File: src/rtl/sqrt_job_sequencer_if.sv
// Handshake and datapath bundle between the job source, the sequencer and the sqrt core.
// The sequencer connects through the slave modport; the job source/core side uses master.
interface sqrt_job_sequencer_if #(
    parameter int DATA_W = 16,
    parameter int RES_W  = 16
);
    logic              in_valid;
    logic              in_ready;
    logic [DATA_W-1:0] in_data;
    logic [DATA_W-1:0] op_data;
    logic              start;
    logic              done;
    logic [RES_W-1:0]  res_data;
    logic              out_valid;
    logic              out_ready;
    logic [RES_W-1:0]  out_data;
    logic              out_err;
    logic              busy;

    modport slave (
        input  in_valid, in_data, done, res_data, out_ready,
        output in_ready, op_data, start, out_valid, out_data, out_err, busy
    );

    modport master (
        output in_valid, in_data, done, res_data, out_ready,
        input  in_ready, op_data, start, out_valid, out_data, out_err, busy
    );
endinterface

File: src/rtl/sqrt_job_sequencer.sv
// Single-job front-end for the sqrt core: latch operand, pulse start, wait for done
// (with watchdog), then hold the result until the consumer takes it.
module sqrt_job_sequencer #(
    parameter int DATA_W  = 16,
    parameter int RES_W   = 16,
    parameter int TIMEOUT = 64
) (
    input  logic              clk,
    input  logic              rst_n,
    sqrt_job_sequencer_if.slave bus
);
    localparam int CNT_W = $clog2(TIMEOUT) + 1;

    typedef enum logic [1:0] {
        ST_IDLE,
        ST_LAUNCH,
        ST_WAIT,
        ST_HOLD
    } state_t;

    state_t             state_q, state_d;
    logic [CNT_W-1:0]   cnt_q, cnt_d;
    logic               start_q, start_d;
    logic [DATA_W-1:0]  op_data_q, op_data_d;
    logic [RES_W-1:0]   out_data_q, out_data_d;
    logic               out_err_q, out_err_d;

    always_ff @(posedge clk) begin
        if (!rst_n) begin
            state_q    <= ST_IDLE;
            cnt_q      <= '0;
            start_q    <= 1'b0;
            op_data_q  <= '0;
            out_data_q <= '0;
            out_err_q  <= 1'b0;
        end else begin
            state_q    <= state_d;
            cnt_q      <= cnt_d;
            start_q    <= start_d;
            op_data_q  <= op_data_d;
            out_data_q <= out_data_d;
            out_err_q  <= out_err_d;
        end
    end

    always_comb begin
        state_d    = state_q;
        cnt_d      = cnt_q;
        start_d    = start_q;
        op_data_d  = op_data_q;
        out_data_d = out_data_q;
        out_err_d  = out_err_q;
        case (state_q)
            ST_IDLE: begin
                if (bus.in_valid) begin
                    op_data_d = bus.in_data;
                    start_d   = 1'b1;
                    state_d   = ST_LAUNCH;
                end
            end
            ST_LAUNCH: begin
                // A done seen here belongs to an abandoned job, so it is not looked at.
                start_d = 1'b0;
                cnt_d   = '0;
                state_d = ST_WAIT;
            end
            ST_WAIT: begin
                // done is checked first so a result on the last watchdog cycle still counts.
                if (bus.done) begin
                    out_data_d = bus.res_data;
                    out_err_d  = 1'b0;
                    state_d    = ST_HOLD;
                end else if (cnt_q == CNT_W'(TIMEOUT - 1)) begin
                    out_data_d = '0;
                    out_err_d  = 1'b1;
                    state_d    = ST_HOLD;
                end else begin
                    cnt_d = cnt_q + CNT_W'(1);
                end
            end
            ST_HOLD: begin
                if (bus.out_ready) begin
                    state_d = ST_IDLE;
                end
            end
            default: begin
                state_d = ST_IDLE;
            end
        endcase
    end

    assign bus.in_ready  = (state_q == ST_IDLE);
    assign bus.out_valid = (state_q == ST_HOLD);
    assign bus.busy      = (state_q != ST_IDLE);
    assign bus.start     = start_q;
    assign bus.op_data   = op_data_q;
    assign bus.out_data  = out_data_q;
    assign bus.out_err   = out_err_q;
endmodule

File: src/flat_wrapper.sv
// flat-port wrapper written by rule: the top's interface ports become plain ports
module sqrt_job_sequencer_flat 
#(
    parameter int DATA_W  = 16,
    parameter int RES_W   = 16,
    parameter int TIMEOUT = 64
)
  (clk, rst_n, bus_in_valid, bus_in_data, bus_done, bus_res_data, bus_out_ready, bus_in_ready, bus_op_data, bus_start, bus_out_valid, bus_out_data, bus_out_err, bus_busy);
  sqrt_job_sequencer_if #(.DATA_W(DATA_W), .RES_W(RES_W)) bus_i ();
  input  logic clk;
  input  logic rst_n;
  input wire logic [$bits(bus_i.in_valid)-1:0] bus_in_valid;
  input wire logic [$bits(bus_i.in_data)-1:0] bus_in_data;
  input wire logic [$bits(bus_i.done)-1:0] bus_done;
  input wire logic [$bits(bus_i.res_data)-1:0] bus_res_data;
  input wire logic [$bits(bus_i.out_ready)-1:0] bus_out_ready;
  output wire logic [$bits(bus_i.in_ready)-1:0] bus_in_ready;
  output wire logic [$bits(bus_i.op_data)-1:0] bus_op_data;
  output wire logic [$bits(bus_i.start)-1:0] bus_start;
  output wire logic [$bits(bus_i.out_valid)-1:0] bus_out_valid;
  output wire logic [$bits(bus_i.out_data)-1:0] bus_out_data;
  output wire logic [$bits(bus_i.out_err)-1:0] bus_out_err;
  output wire logic [$bits(bus_i.busy)-1:0] bus_busy;
  assign bus_i.in_valid = bus_in_valid;
  assign bus_i.in_data = bus_in_data;
  assign bus_i.done = bus_done;
  assign bus_i.res_data = bus_res_data;
  assign bus_i.out_ready = bus_out_ready;
  assign bus_in_ready = bus_i.in_ready;
  assign bus_op_data = bus_i.op_data;
  assign bus_start = bus_i.start;
  assign bus_out_valid = bus_i.out_valid;
  assign bus_out_data = bus_i.out_data;
  assign bus_out_err = bus_i.out_err;
  assign bus_busy = bus_i.busy;
  sqrt_job_sequencer #(.DATA_W(DATA_W), .RES_W(RES_W), .TIMEOUT(TIMEOUT)) u_core (.clk(clk), .rst_n(rst_n), .bus(bus_i));
endmodule
File: config.mk
export PLATFORM = sky130hd
export DESIGN_NAME = sqrt_job_sequencer_flat
export DESIGN_NICKNAME = d
export VERILOG_FILES = /design/src/rtl/sqrt_job_sequencer_if.sv /design/src/rtl/sqrt_job_sequencer.sv /design/src/flat_wrapper.sv
export SDC_FILE = /design/constraint.sdc
export NUM_CORES = 1
export LEC_CHECK = 0
export BUFFER_PORTS_ARGS = -buffer_cell sky130_fd_sc_hd__buf_2
export CAP_MARGIN = 20
export CORE_MARGIN = 5
export CORE_UTILIZATION = 48
export DETAILED_ROUTE_END_ITERATION = 16
export GPL_TIMING_DRIVEN = 0
export PLACE_DENSITY_LB_ADDON = 0.08
export SYNTH_ARGS = -nofsm -noshare
export SYNTH_HDL_FRONTEND = slang
export SYNTH_SLANG_ARGS = --single-unit
File: constraint.sdc
create_clock -name clk -period 2.3 [get_ports clk]
set_clock_uncertainty 0.05 [all_clocks]
set_input_delay 0.115 -clock clk [delete_from_list [all_inputs] [get_ports clk]]
set_output_delay 0.115 -clock clk [all_outputs]
set_load 0.05 [all_outputs]
# --- Yosys cells after proc, flatten, opt, wreduce, memory -nomap -nowiden ---
# Cells that the tools add are included.
totals:
  out_inout_bits: 37
  reg_bits: 43
  in_bits: 37
  wordCells: 40
classes:
  n_mux: 14
  n_reduce_logical: 10
  n_eq_ne: 9
  addsub: 1
ops:
  columns: ["op", "count"]
  rows:
  - ["$mux 16", 2]
  - ["$mux 7", 2]
  - ["$pmux 7 s2", 1]
  - ["$mux 2", 4]
  - ["$ne 2x2->1 const B", 4]
  - ["$pmux 2 s4", 1]
  - ["$reduce_bool 2->1", 4]
  - ["$add 7x1->7 const B", 1]
  - ["$eq 7x6->1 const B", 1]
  - ["$reduce_and 2->1", 3]
  - ["$reduce_and 3->1", 2]
  - ["$eq 2x2->1 const B", 2]
  - ["$mux 1", 3]
  - ["$ne 3x2->1 const B", 1]
  - ["$eq 2x1->1 const B", 1]
  - ["$logic_not 2->1", 1]
  - ["$pmux 1 s2", 1]

# --- Longest topological paths before layout ---
# Gate-level depths: netlist (run 1).
depth:
  word_depth: 4
  mapped_depth: 7

# --- Worst setup path after synthesis (run 1) ---
# Ideal clock, no wire load.
synth_timing:
  kind: "reg-to-reg"
  start: "reg u_core.state_q[0]"
  end: "reg u_core.op_data_q[5], in the netlist u_core.bus.op_data[5]"
  arrival_ns: 1.793
  setup_slack_ns: 0.386
  path_buffers: 2
  required_time_ns: 2.179
  stages_incl_launch_ff: 8
  setup_time_ns: 0.071
  path_cell_list: "dfxtp_1 inv_1 ha_1 and2_1 clkbuf_1 clkbuf_1 nand2_1 a21oi_1"
synth_via:
  elab_chain_len: 2
synth_lines:
  columns: ["element", "line_no", "text"]
  rows:
  - ["start: declaration", "sqrt_job_sequencer.sv:21", "state_t state_q, state_d;"]
  - ["start signal: assignment", "sqrt_job_sequencer.sv:37", "state_q <= state_d;"]
  - ["$logic_not 2->1", null, null]
  - ["named net bus_in_ready", "flat_wrapper.sv:17", "output wire logic [$bits(bus_i.in_ready)-1:0] bus_in_ready;"]
  - ["$reduce_and 2->1 (no line)", null, null]
  - ["end signal: assignment", "sqrt_job_sequencer.sv:40", "op_data_q <= op_data_d;"]
  - ["end: declaration", "sqrt_job_sequencer.sv:24", "logic [DATA_W-1:0] op_data_q, op_data_d;"]
# The timed path passes the listed nets, and every way through them passes these cells.
# A chain may end at the register's enable or synchronous reset.

# --- Worst setup path in the final report (run 1) ---
layout_timing:
  start: "reg u_core.state_q[0]"
  end: "reg u_core.out_data_q[2], in the netlist u_core.bus.out_data[2]"
layout_via:
  elab_chain_len: 2
layout_lines:
  columns: ["element", "line_no", "text"]
  rows:
  - ["$eq 2x2->1", "sqrt_job_sequencer.sv:53", "case (state_q)"]
  - ["$reduce_and 2->1 (no line)", null, null]
  - ["end signal: assignment", "sqrt_job_sequencer.sv:41", "out_data_q <= out_data_d;"]
  - ["end: declaration", "sqrt_job_sequencer.sv:25", "logic [RES_W-1:0] out_data_q, out_data_d;"]
# No other way between the ends.

==> results.json, run 1 <==
{
  "dp_hpwl_mm": 3.37,
  "synth_nets": 261,
  "routedWlPerCell_um": 13.1,
  "hold_violations": 0,
  "drt_iter0_drc": 99,
  "criticalPathCategory": "reg -> reg",
  "initial_core_util_pct": 50.6,
  "clkSinkCount": 43,
  "synth_cells": 218,
  "p_leak_nw": 1.08,
  "synth_top_area_share_pct": 45.4,
  "synth-compound-area-share_pct": 25.1,
  "cap_violations": 0,
  "n_antenna_cell": 0,
  "ys_types": 38,
  "cts_made_buffers": 5,
  "synth_mux_area_share_pct": 1.06,
  "cts_hold_buffers": 11,
  "grt_pass1_wl_mm": 7.62,
  "place.gp.congestion": 0.767,
  "place_inst": 338,
  "yosys_register_bits": 43,
  "cts_tree": "done",
  "die_area_um2": 5310,
  "tns_ps": 0,
  "drt-pass1-iter-count": 4,
  "die_h_um": 72.8,
  "synth_xor_area_share_pct": 0,
  "critPathLaunchType": "flip-flop",
  "yosys.area.top_type": "dfxtp_1",
  "synth_top_family_by_area": "compound AO/OA/AOI/OAI gates",
  "grt_pass1_vias": 1681,
  "avgSynthCellArea_um2": 8.70,
  "routed.top_layer": "met4",
  "cts.repair.resized": 0,
  "vias": 1834,
  "path_max_fanout": 10,
  "setup_viol": 0,
  "post_cts_buffers": 0,
  "num-nets-final": 351,
  "maxSlewViolCount": 0,
  "met1_length_mm": 2.14,
  "cp.arrival_ps": 2180,
  "drt-total-wl_mm": 4.67,
  "ys_seq_area_share_pct": 45.4,
  "post-route-period-util_pct": 87.6,
  "wl_met2_mm": 2.15,
  "grt_max_degree": 14,
  "clockBufferDepth": 2,
  "drc_errors": 0,
  "instances_no_fill": 357,
  "min_period_ps": 2010,
  "cp.required_ps": 2460,
  "portBuffers": 72,
  "rsz0062_at_grt": "false",
  "pwr_density_cell_nw_per_um2": 1020,
  "grt_usage_pct": 18.1,
  "synth-adder-area-share_pct": 3.96,
  "antenna_found_initial": 0,
  "clk_pin_slew_ps": 80,
  "clockRootBuffer": "clkbuf_8",
  "overflow": 0,
  "rows": 22,
  "max_slew.worst_pin.slew_ps": 672,
  "fp.coreArea_um2": 3740,
  "fmax_mhz": 497,
  "endpoint_kind": "flip-flop",
  "relSlewSlack_pct": 55.2,
  "cts_max_level": 2,
  "synth-simple-area-share_pct": 18.9,
  "clkLatencyLatePin_ps": 290,
  "hp-class": "in -> reg",
  "yosys_warnings": 0,
  "area_growth_pct": 35.0,
  "yosys-top-cells-area": "dfxtp_1, nand2_1, a21oi_1",
  "drive_gt1_share_pct": 30.4,
  "status": "finished, final reports clean",
  "routed_via_density": 5.14,
  "die_x_um": 72.8,
  "synth.cell_area_um2": 1900,
  "wl_met3_um": 313,
  "antenna_left": 0,
  "pin_count": 74,
  "ir_drop_mv": 0.624
}
==> worst max-delay path, stage by stage (launching register included) <==
cell and delay [ps]:
dfxtp_1 350, inv_1 110, ha_1 220, and2_1 150, clkbuf_1 230, clkbuf_1 420, a21oi_1 160, a311oi_2 250
==> cell type report <==
class | instances | area, µm²
Buffer | 15 | 81.3
Tap cell | 48 | 60.1
Inverter | 6 | 22.5
Fill cell | 337 | 1180
Clock buffer | 6 | 72.6
Timing Repair Buffer | 83 | 470
Sequential cell | 43 | 861
Multi-Input combinational cell | 154 | 931
Clock inverter | 2 | 60.1
==> per-layer routing <==
layer  global-route usage (%)  vias to the layer above
met4                     5.53                        0
li1                         -                      951
met3                     5.65                        8
met5                        0                        -
met2                     28.9                       43
met1                     23.5                      832
==> cell usage in the layout, fill, tap and decap left out, drive strengths merged <==
cell type    Yosys  final
o22ai            2      2
or3              1      1
bufinv           0      2
nor3             1      1
nand2b           3      3
or2              1      1
nor3b            1      1
o31ai            2      2
dfxtp           43     43
mux2i            2      2
o311a            1      1
o311ai           1      1
ha               6      6
and3             1      1
buf              7     79
nor2b            2      2
nor2             3      3
a211oi           1      1
nand4            2      2
o21ai            2      2
o21a             1      1
clkbuf           8     14
and2             2      2
nand3            1      1
dlygate4sd3      0     11
and4b            1      1
a311oi          16     16
nand4b           1      1
a21oi           36     36
o31a             1      1
nand2           61     61
o211ai           1      1
a31oi            1      1
inv              6      6
==> state kept, by name (all words and copies together) (netlist names) <==
| signal | cells |
|---|---|
| u_core.bus.op_data | 16 |
| u_core.bus.start | 1 |
| u_core.bus.out_data | 16 |
| u_core.state_q | 2 |
| u_core.bus.out_err | 1 |
| u_core.cnt_q | 7 |
==> report_power, final <==
group          internal [W]  leakage (nW)  switching [W]
clock network      0.000434        0.0654       0.000255
logic              0.000283         0.664       0.000752
registers          0.000838         0.350      0.0000531
total               0.00156          1.08        0.00106
==> cells in the mapped netlist (all sizes together) <==
cell / n
a311oi: 16
and2: 2
o21a: 1
clkbuf: 8
o22ai: 2
o31ai: 2
dfxtp: 43
nor2b: 2
or2: 1
a31oi: 1
and3: 1
nor3b: 1
nand3: 1
o311a: 1
nand2: 61
nand4: 2
nor2: 3
mux2i: 2
ha: 6
or3: 1
o311ai: 1
and4b: 1
o21ai: 2
a21oi: 36
o31a: 1
nor3: 1
a211oi: 1
nand2b: 3
o211ai: 1
buf: 7
nand4b: 1
inv: 6
==> kinds of logic after synthesis <==
logic type,after synthesis
compound gates,65
fa+ha+maj,6
buf+inv,21
flops,43
mux,2
simple gates,81
==> worst paths after layout <==
kind | start | endpoint | slack, ps | depth (start not counted)
setup / recovery | u_core.state_q[0]$_SDFFE_PN0P_ | u_core.bus.out_data[2]$_SDFFE_PN0P_ | 290 | 7
hold / removal | bus_in_data[1] | u_core.bus.op_data[1]$_SDFFE_PN0P_ | 7 | 3
setup reg to reg | u_core.state_q[0]$_SDFFE_PN0P_ | u_core.bus.out_data[2]$_SDFFE_PN0P_ | 290 | 7
hold reg to reg | u_core.bus.op_data[4]$_SDFFE_PN0P_ | u_core.bus.op_data[4]$_SDFFE_PN0P_ | 400 | 2
==> through the flow <==
stage	power, W	area [µm²]	setup slack [ps]	hold WS (ps)	utilization, %
floorplan	0.00169	1900	386	201	-
global placement	0.00192	2320	345	309	61.9
detailed placement	0.00193	2320	298	314	61.9
CTS	0.00263	2560	255	0.471	68.3
global route	0.00276	2560	114	3.75	68.3
finish	0.00262	2560	286	7.05	68.3
(Power assumes the default switching activity.)
==> inputs of run 2 (changes only) <==
--- a/config.mk
+++ b/config.mk
@@ -7,7 +7,7 @@
 export LEC_CHECK = 0
 export BUFFER_PORTS_ARGS = -buffer_cell sky130_fd_sc_hd__buf_2
 export CAP_MARGIN = 20
-export CORE_MARGIN = 5
+export CORE_MARGIN = 10
 export CORE_UTILIZATION = 48
 export DETAILED_ROUTE_END_ITERATION = 16
 export GPL_TIMING_DRIVEN = 0
==> run 2 against run 1 <==
  * Worst hold slack got worse by 5.6 ps
  * Cell area fell by 2.2%
  * Die area rose by 29%
==> results.json, run 2 (synthesis gave the netlist of run 1 again) <==
{
  "status": "finished, final reports clean",
  "drt_iter0_drc": 116,
  "endpoint_kind": "flip-flop",
  "rsz0062_at_grt": "false",
  "post_cts_buffers": 0,
  "clkPwrFrac_pct": 19.7,
  "combPwrFrac_pct": 43.2,
  "die_x_um": 82.8,
  "cts_tree": "done",
  "fmax_mhz": 509,
  "pwr_density_cell_nw_per_um2": 959,
  "min_period_ps": 1960,
  "overflow": 0,
  "post-route-period-util_pct": 85.4,
  "relSlewSlack_pct": 53.8,
  "grt_pass1_wl_mm": 8.60,
  "die_h_um": 82.8,
  "routed_via_density": 5.25,
  "grt_usage_pct": 14.6,
  "sequentialPowerShare_pct": 37.2,
  "routedWlPerCell_um": 14.6,
  "pin_count": 74,
  "maxSlewViolCount": 0,
  "hp-class": "in -> reg",
  "rows": 22,
  "r2r_cells": 7,
  "setup_viol": 0,
  "antenna_left": 0,
  "regArea_um2": 861,
  "cp.required_ps": 2460,
  "grt_max_degree": 14,
  "tns_ps": 0,
  "critPathLaunchType": "flip-flop",
  "drc_errors": 0,
  "clk_pin_slew_ps": 80,
  "path_max_fanout": 10,
  "cap_violations": 0,
  "p_int_w": 0.00133,
  "antenna_found_initial": 1,
  "area_growth_pct": 32.1,
  "grt_pass1_vias": 1785,
  "initial_core_util_pct": 50.6,
  "ir_drop_mv": 0.447,
  "cts_max_level": 2,
  "num-nets-final": 350,
  "fp.coreArea_um2": 3740,
  "clkLatencyLatePin_ps": 300,
  "portBuffers": 72,
  "drt-total-wl_mm": 5.22,
  "multi_input_area_um2": 931,
  "switchingPower_w": 0.00107,
  "fillers": 353,
  "p_leak_nw": 1.05,
  "whs_ps": 1.49,
  "vias": 1874,
  "drive_gt1_share_pct": 30.5,
  "clockBufferDepth": 2,
  "die_area_um2": 6860,
  "max_slew.worst_pin.slew_ps": 693,
  "cp.arrival_ps": 2130,
  "clkSinkCount": 43,
  "cts_made_buffers": 5,
  "place.gp.congestion": 0.766,
  "swShare_pct": 44.6,
  "clockRootBuffer": "clkbuf_8",
  "hold_depth": 3,
  "final_cell_mix": "buf_2, nand2_1, dfxtp_1",
  "dp_hpwl_mm": 3.81,
  "hold_violations": 0,
  "criticalPathCategory": "reg -> reg",
  "layout_commonest_cell": "buf_2",
  "drt-pass1-iter-count": 4,
  "cts.repair.resized": 0
}
run 2: per-stage QoR:
stage	utilization (%)	worst slack (ps)	cells	power [W]	area, µm²
after floorplan	-	386	218	0.00169	1900
after global placement	61.9	376	338	0.00192	2320
after detailed placement	61.9	352	338	0.00194	2320
after CTS	66.8	326	356	0.00242	2500
after global routing	66.9	130	357	0.00255	2500
final	66.9	335	357	0.00240	2500
run 2: per-layer routing:
metal  GRT usage [%]  up-vias  share of wire [%]
li1                -      947                  -
met1            18.1      865                 45
met2            22.9       58                 48
met3            5.66        4                6.3
met4            4.15        0               0.86
met5               0        -                  0
run 2: repair_timing:
item	4_1_cts	5_1_grt
endpoints found under the setup margin	0	0
hold endpoints to repair	10	0
hold buffers	10	0
run 2: critical path, cell delays in order (launching register included):
cell      delay, ps
dfxtp_1         340
inv_1           110
ha_1            210
buf_2           240
inv_1            60
a21oi_1         510
o311ai_0        250
o31ai_1         110
run 2: power groups by stage:
stage               clock, W  sequential [W]  combinational [W]
floorplan                  0         0.00116           0.000529
global placement           0        0.000908            0.00102
detailed placement         0        0.000910            0.00103
CTS                 0.000482        0.000893            0.00104
global route        0.000519        0.000906            0.00112
finish              0.000472        0.000893            0.00104
run 2: path summary, 6_finish.rpt:
check	from	endpoint	slack (ps)
setup / recovery	u_core.state_q[0]$_SDFFE_PN0P_	u_core.cnt_q[4]$_SDFFE_PN0P_	340
hold / removal	bus_in_data[13]	u_core.bus.op_data[13]$_SDFFE_PN0P_	1
setup reg to reg	u_core.state_q[0]$_SDFFE_PN0P_	u_core.cnt_q[4]$_SDFFE_PN0P_	340
hold reg to reg	u_core.bus.op_data[13]$_SDFFE_PN0P_	u_core.bus.op_data[13]$_SDFFE_PN0P_	410
run 2: cell type report:
cell class                      count  area share [%]
Multi-Input combinational cell    154            37.2
Sequential cell                    43            34.4
Timing Repair Buffer               82            18.4
Buffer                             15            3.25
Clock buffer                        6            2.90
Tap cell                           48            2.40
Inverter                            6           0.900
Clock inverter                      2           0.500
Antenna cell                        1           0.100
==> inputs of run 3 (changes only) <==
--- a/config.mk
+++ b/config.mk
@@ -11,7 +11,7 @@
 export CORE_UTILIZATION = 48
 export DETAILED_ROUTE_END_ITERATION = 16
 export GPL_TIMING_DRIVEN = 0
-export PLACE_DENSITY_LB_ADDON = 0.08
+export PLACE_DENSITY_LB_ADDON = 0.12
 export SYNTH_ARGS = -nofsm -noshare
 export SYNTH_HDL_FRONTEND = slang
 export SYNTH_SLANG_ARGS = --single-unit
==> run 3 against run 2 <==
  * Sequential power about the same
  * Sequential cell count unchanged
  * Final cell count decreased by 0.84%
  * Routed wire length increased by 1.1%
  * Fmax about the same
  * Critical endpoint is now u_core.bus.out_data[11]$_SDFFE_PN0P_
  * Largest power group unchanged
==> results.json, run 3 (synthesis gave the netlist of run 1 again) <==
{
  "status": "finished, final reports clean",
  "rows": 22,
  "area_growth_pct": 33.4,
  "pwr_density_cell_nw_per_um2": 1040,
  "n_antenna_cell": 0,
  "drc_errors": 0,
  "setup_viol": 0,
  "rsz0062_at_grt": "false",
  "fmax_mhz": 509,
  "grt_util_met2_pct": 23.6,
  "dp_hpwl_mm": 3.87,
  "fp.coreArea_um2": 3740,
  "setup_slack_ps": 335,
  "die_h_um": 82.8,
  "max_slew.worst_pin.slew_ps": 677,
  "routedWlPerCell_um": 14.9,
  "cts_made_buffers": 5,
  "r2r-end": "u_core.bus.out_data[11]$_SDFFE_PN0P_",
  "r2r_slack_ps": 340,
  "place_inst": 338,
  "hp-class": "in -> reg",
  "post-route-period-util_pct": 85.4,
  "place.gp.congestion": 0.779,
  "maxSlewViolCount": 0,
  "cts_tree": "done",
  "busiest_layer": "met2",
  "final_cell_area_um2": 2530,
  "cp.arrival_ps": 2120,
  "whs_endpoint": "u_core.bus.op_data[10]$_SDFFE_PN0P_",
  "grt_max_degree": 14,
  "fillers": 338,
  "vias": 1844,
  "placed_area_um2": 2320,
  "grt_pass1_wl_mm": 8.65,
  "clkSinkCount": 43,
  "min_period_ps": 1960,
  "grt_use_met1_pct": 17.9,
  "clockRootBuffer": "clkbuf_8",
  "grt_pass1_vias": 1736,
  "hold_depth": 3,
  "hold_violations": 0,
  "grt_usage_pct": 14.7,
  "die_area_um2": 6860,
  "die_x_um": 82.8,
  "initial_core_util_pct": 50.6,
  "relSlewSlack_pct": 54.9,
  "critPathLaunchType": "flip-flop",
  "final_cell_mix": "buf_2, nand2_1, dfxtp_1",
  "drt-total-wl_mm": 5.28,
  "cp.required_ps": 2450,
  "r2r_cells": 7,
  "criticalPathCategory": "reg -> reg",
  "path_max_fanout": 10,
  "cts_max_level": 2,
  "drt_iter0_drc": 72,
  "clk_pin_slew_ps": 80,
  "ir_drop_mv": 0.513,
  "cap_violations": 0,
  "p_leak_nw": 1.07,
  "antenna_left": 0,
  "tns_ps": 0,
  "portBuffers": 72,
  "clkLatencyLatePin_ps": 300,
  "drt-pass1-iter-count": 4,
  "clockBufferDepth": 2,
  "num-nets-final": 348,
  "pin_count": 74,
  "overflow": 0,
  "holdCritStartpoint": "bus_in_data[10]",
  "layout_commonest_cell": "buf_2",
  "endpoint_kind": "flip-flop",
  "antenna_found_initial": 0,
  "met3_usage_pct": 4.79,
  "r2r_start": "u_core.state_q[0]$_SDFFE_PN0P_",
  "drive_gt1_share_pct": 30.7,
  "instances_no_fill": 354,
  "place_ws_ps": 337,
  "routed_via_density": 5.21
}
[run 3: cell count changes in the layout (fill, tap and decap cells not counted), sizes merged]
cell and delta:
clkinvlp -1, dlygate4sd3 -2, clkinv -1, bufinv +2, diode -1
[run 3: how the worst max path moves through the flow]
stage,depth (start not counted),from,end
4_1_cts,7,u_core.state_q[0]$_SDFFE_PN0P_,u_core.bus.out_data[14]$_SDFFE_PN0P_
3_5_place_dp,7,u_core.state_q[0]$_SDFFE_PN0P_,u_core.bus.out_data[14]$_SDFFE_PN0P_
3_3_place_gp,7,u_core.state_q[0]$_SDFFE_PN0P_,u_core.bus.out_data[2]$_SDFFE_PN0P_
2_1_floorplan,7,u_core.state_q[0]$_SDFFE_PN0P_,u_core.bus.op_data[5]$_SDFFE_PN0P_
6_report,7,u_core.state_q[0]$_SDFFE_PN0P_,u_core.bus.out_data[11]$_SDFFE_PN0P_
5_1_grt,7,u_core.state_q[0]$_SDFFE_PN0P_,u_core.cnt_q[4]$_SDFFE_PN0P_
[run 3: layout make-up]
class                   count  area (µm²)  area share (%)
repair buffers             80         440            17.4
flip-flops and latches     43         861            34.0
multi-input cells         154         931            36.8
inverters                   6        22.5           0.891
clock buffers               6        72.6            2.87
well taps                  48        60.1            2.38
clock inverters             2        60.1            2.38
plain buffers              15        81.3            3.22
[run 3: power by group]
group          switching (W)  total [W]  leakage [nW]  internal (W)
clock network       0.000254   0.000688        0.0654      0.000434
logic               0.000758    0.00104         0.651      0.000278
registers          0.0000551   0.000894         0.350      0.000838
[run 3: stage by stage]
stage,utilization [%],hold WS (ps),total power (W)
floorplan,-,201,0.00169
global placement,61.9,309,0.00192
detailed placement,61.9,312,0.00194
CTS,67.5,1.49,0.00264
global route,67.5,4.56,0.00276
finish,67.5,6.35,0.00262
[run 3: per-layer routing]
layer,vias to the layer above,wire length (µm)
li1,936,-
met3,5,346
met5,-,0
met4,0,40
met1,850,2320
met2,53,2570
[run 3: timing repair]
action	CTS	global route
setup buffers	0	0
resized for setup	0	0
hold buffers	8	0
endpoints found under the hold margin	8	0
setup endpoints to repair	0	0
[run 3: worst max-delay path, cell delays in order, from the launching register on]
cell	delay, ps
dfxtp_1	350
inv_1	110
ha_1	210
and2_1	130
clkbuf_1	200
clkbuf_1	410
a21oi_1	150
a311oi_2	260
